### src/rtl/uart_pkg.sv
// -----------------------------------------------------------------------------
// uart_pkg
// Shared definitions for the 8N1 UART slice (uart_main / uart_rx):
//   - uart_state_e      : 4-state frame FSM encoding shared by TX and RX
//   - LINE_IDLE         : idle (mark) level of an RS-232 TTL line
//   - CNT_W / CNT_*     : width and constants of the per-bit clock counters
//   - calc_clks_per_bit : clocks per bit from clock frequency and baud rate
// -----------------------------------------------------------------------------
package uart_pkg;

  typedef enum logic [1:0] {
    IDLE  = 2'd0,
    START = 2'd1,
    DATA  = 2'd2,
    STOP  = 2'd3
  } uart_state_e;

  localparam logic LINE_IDLE = 1'b1;

  // 16 bits covers any practical divider (434 at 50 MHz / 115200).
  localparam int               CNT_W    = 16;
  localparam logic [CNT_W-1:0] CNT_ZERO = 16'd0;
  localparam logic [CNT_W-1:0] CNT_ONE  = 16'd1;

  // Integer (truncating) divider; 50 MHz / 115200 gives 434.
  function automatic int calc_clks_per_bit(input int clk_freq_hz, input int baud);
    return clk_freq_hz / baud;
  endfunction

endpackage

### src/rtl/uart_rx.sv
// -----------------------------------------------------------------------------
// uart_rx
// 8N1 receiver: 2-flop synchroniser, start-bit validation at half bit, mid-bit
// sampling of 8 data bits (LSB first) and stop-bit check.
// Ports:
//   clk       in   system clock
//   rst_n     in   asynchronous active-low reset
//   rxd       in   serial line, idle high, asynchronous to clk (an undriven
//                  line must be held high by the board pull-up)
//   rx_data   out  last byte received with a valid stop bit
//   rx_valid  out  one-clock pulse when rx_data has just been updated
// -----------------------------------------------------------------------------
module uart_rx
  import uart_pkg::*;
#(
  parameter int CLKS_PER_BIT = 434
) (
  input  logic       clk,
  input  logic       rst_n,
  input  logic       rxd,
  output logic [7:0] rx_data,
  output logic       rx_valid
);

  localparam logic [CNT_W-1:0] BIT_LAST  = CNT_W'(CLKS_PER_BIT - 1);
  localparam logic [CNT_W-1:0] HALF_LAST = CNT_W'(CLKS_PER_BIT / 2 - 1);

  logic             rxd_meta_r;
  logic             rxd_sync_r;
  uart_state_e      state_r,  state_nxt_s;
  logic [CNT_W-1:0] cnt_r,    cnt_nxt_s;
  logic [2:0]       idx_r,    idx_nxt_s;
  logic [7:0]       shift_r,  shift_nxt_s;
  logic [7:0]       data_r,   data_nxt_s;
  logic             valid_r,  valid_nxt_s;

  // Two-stage synchroniser; resets to the idle line level.
  always_ff @(posedge clk or negedge rst_n) begin
    if (!rst_n) begin
      rxd_meta_r <= LINE_IDLE;
      rxd_sync_r <= LINE_IDLE;
    end else begin
      rxd_meta_r <= rxd;
      rxd_sync_r <= rxd_meta_r;
    end
  end

  // RX next-state logic: START is re-checked at half bit so that short low
  // glitches fall back to IDLE; from then on every sample is a full bit apart.
  always_comb begin
    state_nxt_s = state_r;
    cnt_nxt_s   = cnt_r;
    idx_nxt_s   = idx_r;
    shift_nxt_s = shift_r;
    data_nxt_s  = data_r;
    valid_nxt_s = 1'b0;
    case (state_r)
      IDLE: begin
        cnt_nxt_s = CNT_ZERO;
        if (rxd_sync_r == 1'b0) begin
          state_nxt_s = START;
        end else begin
          state_nxt_s = IDLE;
        end
      end
      START: begin
        if (cnt_r == HALF_LAST) begin
          cnt_nxt_s = CNT_ZERO;
          idx_nxt_s = 3'd0;
          if (rxd_sync_r == 1'b0) begin
            state_nxt_s = DATA;
          end else begin
            state_nxt_s = IDLE;
          end
        end else begin
          cnt_nxt_s = cnt_r + CNT_ONE;
        end
      end
      DATA: begin
        if (cnt_r == BIT_LAST) begin
          cnt_nxt_s   = CNT_ZERO;
          shift_nxt_s = {rxd_sync_r, shift_r[7:1]};
          if (idx_r == 3'd7) begin
            state_nxt_s = STOP;
          end else begin
            idx_nxt_s = idx_r + 3'd1;
          end
        end else begin
          cnt_nxt_s = cnt_r + CNT_ONE;
        end
      end
      STOP: begin
        if (cnt_r == BIT_LAST) begin
          cnt_nxt_s   = CNT_ZERO;
          state_nxt_s = IDLE;
          // A low stop bit is a framing error: the byte is dropped silently.
          if (rxd_sync_r == 1'b1) begin
            valid_nxt_s = 1'b1;
            data_nxt_s  = shift_r;
          end else begin
            valid_nxt_s = 1'b0;
          end
        end else begin
          cnt_nxt_s = cnt_r + CNT_ONE;
        end
      end
      default: begin
        state_nxt_s = IDLE;
        cnt_nxt_s   = CNT_ZERO;
      end
    endcase
  end

  // RX state, counters and output registers.
  always_ff @(posedge clk or negedge rst_n) begin
    if (!rst_n) begin
      state_r <= IDLE;
      cnt_r   <= CNT_ZERO;
      idx_r   <= 3'd0;
      shift_r <= 8'h00;
      data_r  <= 8'h00;
      valid_r <= 1'b0;
    end else begin
      state_r <= state_nxt_s;
      cnt_r   <= cnt_nxt_s;
      idx_r   <= idx_nxt_s;
      shift_r <= shift_nxt_s;
      data_r  <= data_nxt_s;
      valid_r <= valid_nxt_s;
    end
  end

  assign rx_data  = data_r;
  assign rx_valid = valid_r;

endmodule

### src/rtl/uart_main.sv
// -----------------------------------------------------------------------------
// uart_main
// Top-level 8N1 UART for the USB-RS232 bridge, single user_clock domain.
// A 0->1 edge on send_trigger (while TX is idle) sends send_data; received
// bytes with a valid stop bit toggle gpio_led1.
// Ports:
//   user_clock     in   system clock (50 MHz nominal)
//   rst            in   asynchronous active-low reset
//   usb_rs232_rxd  in   serial receive line, idle high
//   send_trigger   in   transmit request, rising edge starts a frame
//   send_data      in   byte to transmit, latched on the trigger edge
//   usb_rs232_txd  out  serial transmit line, idle high
//   gpio_led1      out  toggles on every valid received byte
// Build option:
//   UART_ECHO_EN   when defined, each valid received byte is retransmitted if
//                  TX is idle in that cycle; a same-cycle trigger edge wins.
// -----------------------------------------------------------------------------
module uart_main
  import uart_pkg::*;
#(
  parameter int CLK_FREQ_HZ = 50000000,
  parameter int BAUD        = 115200
) (
  input  logic       user_clock,
  input  logic       rst,
  input  logic       usb_rs232_rxd,
  input  logic       send_trigger,
  input  logic [7:0] send_data,
  output logic       usb_rs232_txd,
  output logic       gpio_led1
);

  localparam int               CLKS_PER_BIT = calc_clks_per_bit(CLK_FREQ_HZ, BAUD);
  localparam logic [CNT_W-1:0] BIT_LAST     = CNT_W'(CLKS_PER_BIT - 1);

  logic             trig_r;
  logic             trig_prev_r;
  logic             edge_s;
  logic             echo_req_s;
  logic [7:0]       rx_data_s;
  logic             rx_valid_s;
  uart_state_e      tx_state_r, tx_state_nxt_s;
  logic [CNT_W-1:0] tx_cnt_r,   tx_cnt_nxt_s;
  logic [2:0]       tx_idx_r,   tx_idx_nxt_s;
  logic [7:0]       tx_shift_r, tx_shift_nxt_s;
  logic             txd_line_s;
  logic             txd_r;
  logic             led_r;

  uart_rx #(
    .CLKS_PER_BIT(CLKS_PER_BIT)
  ) u_rx (
    .clk      (user_clock),
    .rst_n    (rst),
    .rxd      (usb_rs232_rxd),
    .rx_data  (rx_data_s),
    .rx_valid (rx_valid_s)
  );

`ifdef UART_ECHO_EN
  assign echo_req_s = rx_valid_s;
`else
  assign echo_req_s = 1'b0;
`endif

  // Register the trigger once, then keep one more stage for edge detection.
  always_ff @(posedge user_clock or negedge rst) begin
    if (!rst) begin
      trig_r      <= 1'b0;
      trig_prev_r <= 1'b0;
    end else begin
      trig_r      <= send_trigger;
      trig_prev_r <= trig_r;
    end
  end

  assign edge_s = trig_r & ~trig_prev_r;

  // TX next-state logic; edges outside IDLE are dropped, not queued.
  always_comb begin
    tx_state_nxt_s = tx_state_r;
    tx_cnt_nxt_s   = tx_cnt_r;
    tx_idx_nxt_s   = tx_idx_r;
    tx_shift_nxt_s = tx_shift_r;
    case (tx_state_r)
      IDLE: begin
        tx_cnt_nxt_s = CNT_ZERO;
        tx_idx_nxt_s = 3'd0;
        if (edge_s) begin
          tx_state_nxt_s = START;
          tx_shift_nxt_s = send_data;
        end else if (echo_req_s) begin
          tx_state_nxt_s = START;
          tx_shift_nxt_s = rx_data_s;
        end else begin
          tx_state_nxt_s = IDLE;
        end
      end
      START: begin
        if (tx_cnt_r == BIT_LAST) begin
          tx_cnt_nxt_s   = CNT_ZERO;
          tx_idx_nxt_s   = 3'd0;
          tx_state_nxt_s = DATA;
        end else begin
          tx_cnt_nxt_s = tx_cnt_r + CNT_ONE;
        end
      end
      DATA: begin
        if (tx_cnt_r == BIT_LAST) begin
          tx_cnt_nxt_s = CNT_ZERO;
          if (tx_idx_r == 3'd7) begin
            tx_state_nxt_s = STOP;
          end else begin
            tx_idx_nxt_s   = tx_idx_r + 3'd1;
            tx_shift_nxt_s = {1'b0, tx_shift_r[7:1]};
          end
        end else begin
          tx_cnt_nxt_s = tx_cnt_r + CNT_ONE;
        end
      end
      STOP: begin
        if (tx_cnt_r == BIT_LAST) begin
          tx_cnt_nxt_s   = CNT_ZERO;
          tx_state_nxt_s = IDLE;
        end else begin
          tx_cnt_nxt_s = tx_cnt_r + CNT_ONE;
        end
      end
      default: begin
        tx_state_nxt_s = IDLE;
        tx_cnt_nxt_s   = CNT_ZERO;
      end
    endcase
  end

  // Line level for the current TX state; registered below so txd is glitch-free.
  always_comb begin
    txd_line_s = LINE_IDLE;
    case (tx_state_r)
      IDLE:    txd_line_s = LINE_IDLE;
      START:   txd_line_s = 1'b0;
      DATA:    txd_line_s = tx_shift_r[0];
      STOP:    txd_line_s = LINE_IDLE;
      default: txd_line_s = LINE_IDLE;
    endcase
  end

  // TX state, counters and registered line driver.
  always_ff @(posedge user_clock or negedge rst) begin
    if (!rst) begin
      tx_state_r <= IDLE;
      tx_cnt_r   <= CNT_ZERO;
      tx_idx_r   <= 3'd0;
      tx_shift_r <= 8'h00;
      txd_r      <= LINE_IDLE;
    end else begin
      tx_state_r <= tx_state_nxt_s;
      tx_cnt_r   <= tx_cnt_nxt_s;
      tx_idx_r   <= tx_idx_nxt_s;
      tx_shift_r <= tx_shift_nxt_s;
      txd_r      <= txd_line_s;
    end
  end

  // Receive activity indicator: toggle once per valid byte.
  always_ff @(posedge user_clock or negedge rst) begin
    if (!rst) begin
      led_r <= 1'b0;
    end else begin
      led_r <= led_r ^ rx_valid_s;
    end
  end

  assign usb_rs232_txd = txd_r;
  assign gpio_led1     = led_r;

endmodule

### config.mk
export PLATFORM = sky130hd
export DESIGN_NAME = uart_main
export DESIGN_NICKNAME = d
export VERILOG_FILES = /design/src/rtl/uart_pkg.sv /design/src/rtl/uart_rx.sv /design/src/rtl/uart_main.sv
export SDC_FILE = /design/constraint.sdc
export NUM_CORES = 1
export LEC_CHECK = 0
export ABC_CLOCK_PERIOD_IN_PS = 2200
export BUFFER_PORTS_ARGS = -buffer_cell sky130_fd_sc_hd__buf_2
export CAP_MARGIN = 20
export CORE_MARGIN = 4
export CORE_UTILIZATION = 60
export DETAILED_ROUTE_END_ITERATION = 12
export HOLD_SLACK_MARGIN = 0.1
export PLACE_DENSITY = 0.78
export SETUP_SLACK_MARGIN = 0.15
export SLEW_MARGIN = 20
export SYNTH_ARGS = -nofsm -noshare
export SYNTH_HDL_FRONTEND = slang
export SYNTH_HIERARCHICAL = 1
export SYNTH_SLANG_ARGS = --single-unit
### constraint.sdc
create_clock -name user_clock -period 2.2 [get_ports user_clock]
set_input_delay 0 -clock user_clock [delete_from_list [all_inputs] [get_ports user_clock]]
set_output_delay 0 -clock user_clock [all_outputs]
set_load 0.01 [all_outputs]
==> results.md <==
- DR vias: 2,304
- Num CTS Buffers: 9
- Crit path max fanout: 14
- Mapped Cells: 301
- Max Freq: 540.5 MHz
- Total track usage: 21.82%
- Sw Ratio: 30.02%
- R2R setup slack: 0.35 ns
- Max Cap Violations: 0
- Clk root buf: clkbuf_8
- Cell row count: 25
- Final Routed Wirelength: 6.050 mm
- Slew Limit Fails: 0
- Port buffer count: 13
- Sequential share of power: 41.9%
- Worst-margin pin slew: 0.6988 ns
- Die height: 79.71 microns
- CP Launch Type: flip-flop
- Fillers: 332
- Hpwl dp: 4.093 mm
- RSZ-0062 raised after global routing: no
- CTS max path bufs: 2
- Final setup violation count: 0
- Wirelength per Cell: 14.83 microns
- Clk sinks: 57
- Synthesized cell area: 0.003085 sq mm
- Comb pwr share: 24.4%
- Antenna Cells: 0
- Layout area overhead: 15.86%
- Multi-input logic area: 0.001536 sq mm
- Largest net degree at the start of global routing: 32
- Clock power frac: 33.6%
- Initial drt markers: 174
- Clock skew: 0.01075 ns
- Post-DRT Antenna Nets: 0
- Worst slew margin: 53.42%
- Status: complete, no violations
- Die area: 0.006354 sq mm
- FF+latch area: 0.001430 sq mm
- Int Pwr: 2.170 mW
- Worst Reg-to-Reg Cells: 7
- Clock Latency Late Sink: 0.33 ns
- Max VDD drop: 0.0007753 V
- Global placer's final weighted congestion: 0.8196
- Final worst path period share: 84.10%
- Layout cell share with drive strength beyond 1: 15.84%
- Power per cell area: 867.5 mW/mm^2
- LEAKAGE: 1.608 nW
- Final Critical Period: 1.850 ns
- RR Endpoint: tx_shift_r[0]
- CP Class: flip-flop to flip-flop
- Setup WS pre-CTS: 0.2707 ns
- DR pass1 iterations: 4
- Ports: 14
- Final layout net count: 362
- First-pass GRT wire length: 10.79 mm
- Worst Setup End Kind: flip-flop
- Placed Cells: 379
- DR DRC count: 0
- H-tree Lvls: 3
- CP Data Required Time: 2.46 ns
- Hold Crit Class: input port to async pin
- Total Power: 3.101 mW
- Final Hold Viols: 0
- TritonCTS clock tree: built
- TNS Setup: 0 ns
- Initial Util: 63.64%
- Clk slew on worst S/H paths: 0.07 ns
- Placeable Area: 0.004848 sq mm
- Syn Area/Cell: 10.25 sq um
- Synthesized net count: 327
- Worst EP arrival: 2.11 ns
- Sw power: 930.8 uW
- GRT overflow: 0
- Initial antenna violation count: 0
- Non-filler cells, final: 408
- Routed vias/inst: 5.647
- Horiz. Die Dim: 79.71 microns
- Final worst slack: 0.3499 ns
- Vias in the first global route: 2,412
- R2R Path Start: tx_cnt_r[1]
- Synth warn: 6
area by class of cell:
cell class	count	area share (%)
sequential	57	40.01
clock buffer	10	3.570
tap	67	2.345
clock inverter	6	2.310
timing repair buffer	35	7.210
inverter	15	1.575
multi-input combinational	218	42.98
through the flow:
stage | area (sq um) | hold WS (ns) | utilization [%]
floorplan | 3085 | -0.2956 | -
global placement | 3238 | 0.07984 | 66.79
detailed placement | 3238 | 0.08217 | 66.79
CTS | 3558 | 0.2584 | 73.39
global route | 3575 | 0.2845 | 73.73
finish | 3575 | 0.2449 | 73.73
critical path, cell delays in order (launching register included):
cell and delay (ns):
dfrtp_1 0.41, inv_1 0.07, ha_1 0.14, nor4b_4 0.22
nand4_2 0.13, buf_4 0.20, or4_1 0.51, o211ai_1 0.10
what timing repair did:
item / in CTS / in global routing
gates resized for setup: 0 / 1
endpoints found under the setup margin: 0 / 12
buffers inserted: 0 / 2
hold buffers: 11 / 0
hold endpoints to repair: 39 / 0
power groups by stage:
stage               combinational [mW]  clock, mW  sequential [mW]
finish                           0.758       1.04             1.30
global placement                 0.731          0             1.30
global route                     0.859       1.12             1.32
CTS                              0.759       1.06             1.30
detailed placement               0.740          0             1.32
floorplan                        0.541          0             1.30
flip-flops by register name, summed over array words and instances, names as in the netlist, 2 cells and up, named ones only:
signal      count
tx_idx_r        3
tx_state_r      2
tx_shift_r      8
tx_cnt_r       16
u_rx/cnt_r     16
u_rx/idx_r      3
how the worst max path moves through the flow:
stage                  startpoint             to
floorplan           tx_state_r[0]  tx_shift_r[5]
global placement    tx_state_r[0]  tx_shift_r[0]
detailed placement  tx_state_r[0]  tx_shift_r[0]
CTS                 tx_state_r[0]  tx_shift_r[0]
global route          tx_cnt_r[1]  tx_shift_r[0]
finish                tx_cnt_r[1]  tx_shift_r[0]
placed cells by master, fill, tap and decap left out, types with 2 or more instances in the layout:
cell / instances
nor3_1: 3
nand2b_1: 2
and2_1: 4
inv_1: 15
o21ai_0: 8
a221o_1: 3
o211ai_1: 7
and4b_1: 2
nor4_1: 7
a21oi_1: 10
clkbuf_8: 9
mux2i_1: 5
o31ai_1: 2
and4_1: 4
buf_4: 11
dlygate4sd3_1: 11
nand2_1: 21
dfstp_2: 3
a22oi_1: 6
or3_1: 4
buf_2: 13
and3_1: 5
nor2_1: 34
nor4_4: 3
xor2_1: 12
nand4_1: 11
bufinv_16: 2
xnor2_1: 12
and3b_1: 3
dfrtp_1: 54
nand3_1: 10
clkinv_2: 3
ha_1: 14
or4_1: 8
nor2b_1: 3
per-layer routing:
metal	global-route usage (%)	wire length [microns]
met5	0	0
met4	8.076	61
met3	5.756	198
met2	36.06	2883
met1	27.39	2907
(Power assumes the default switching activity.)
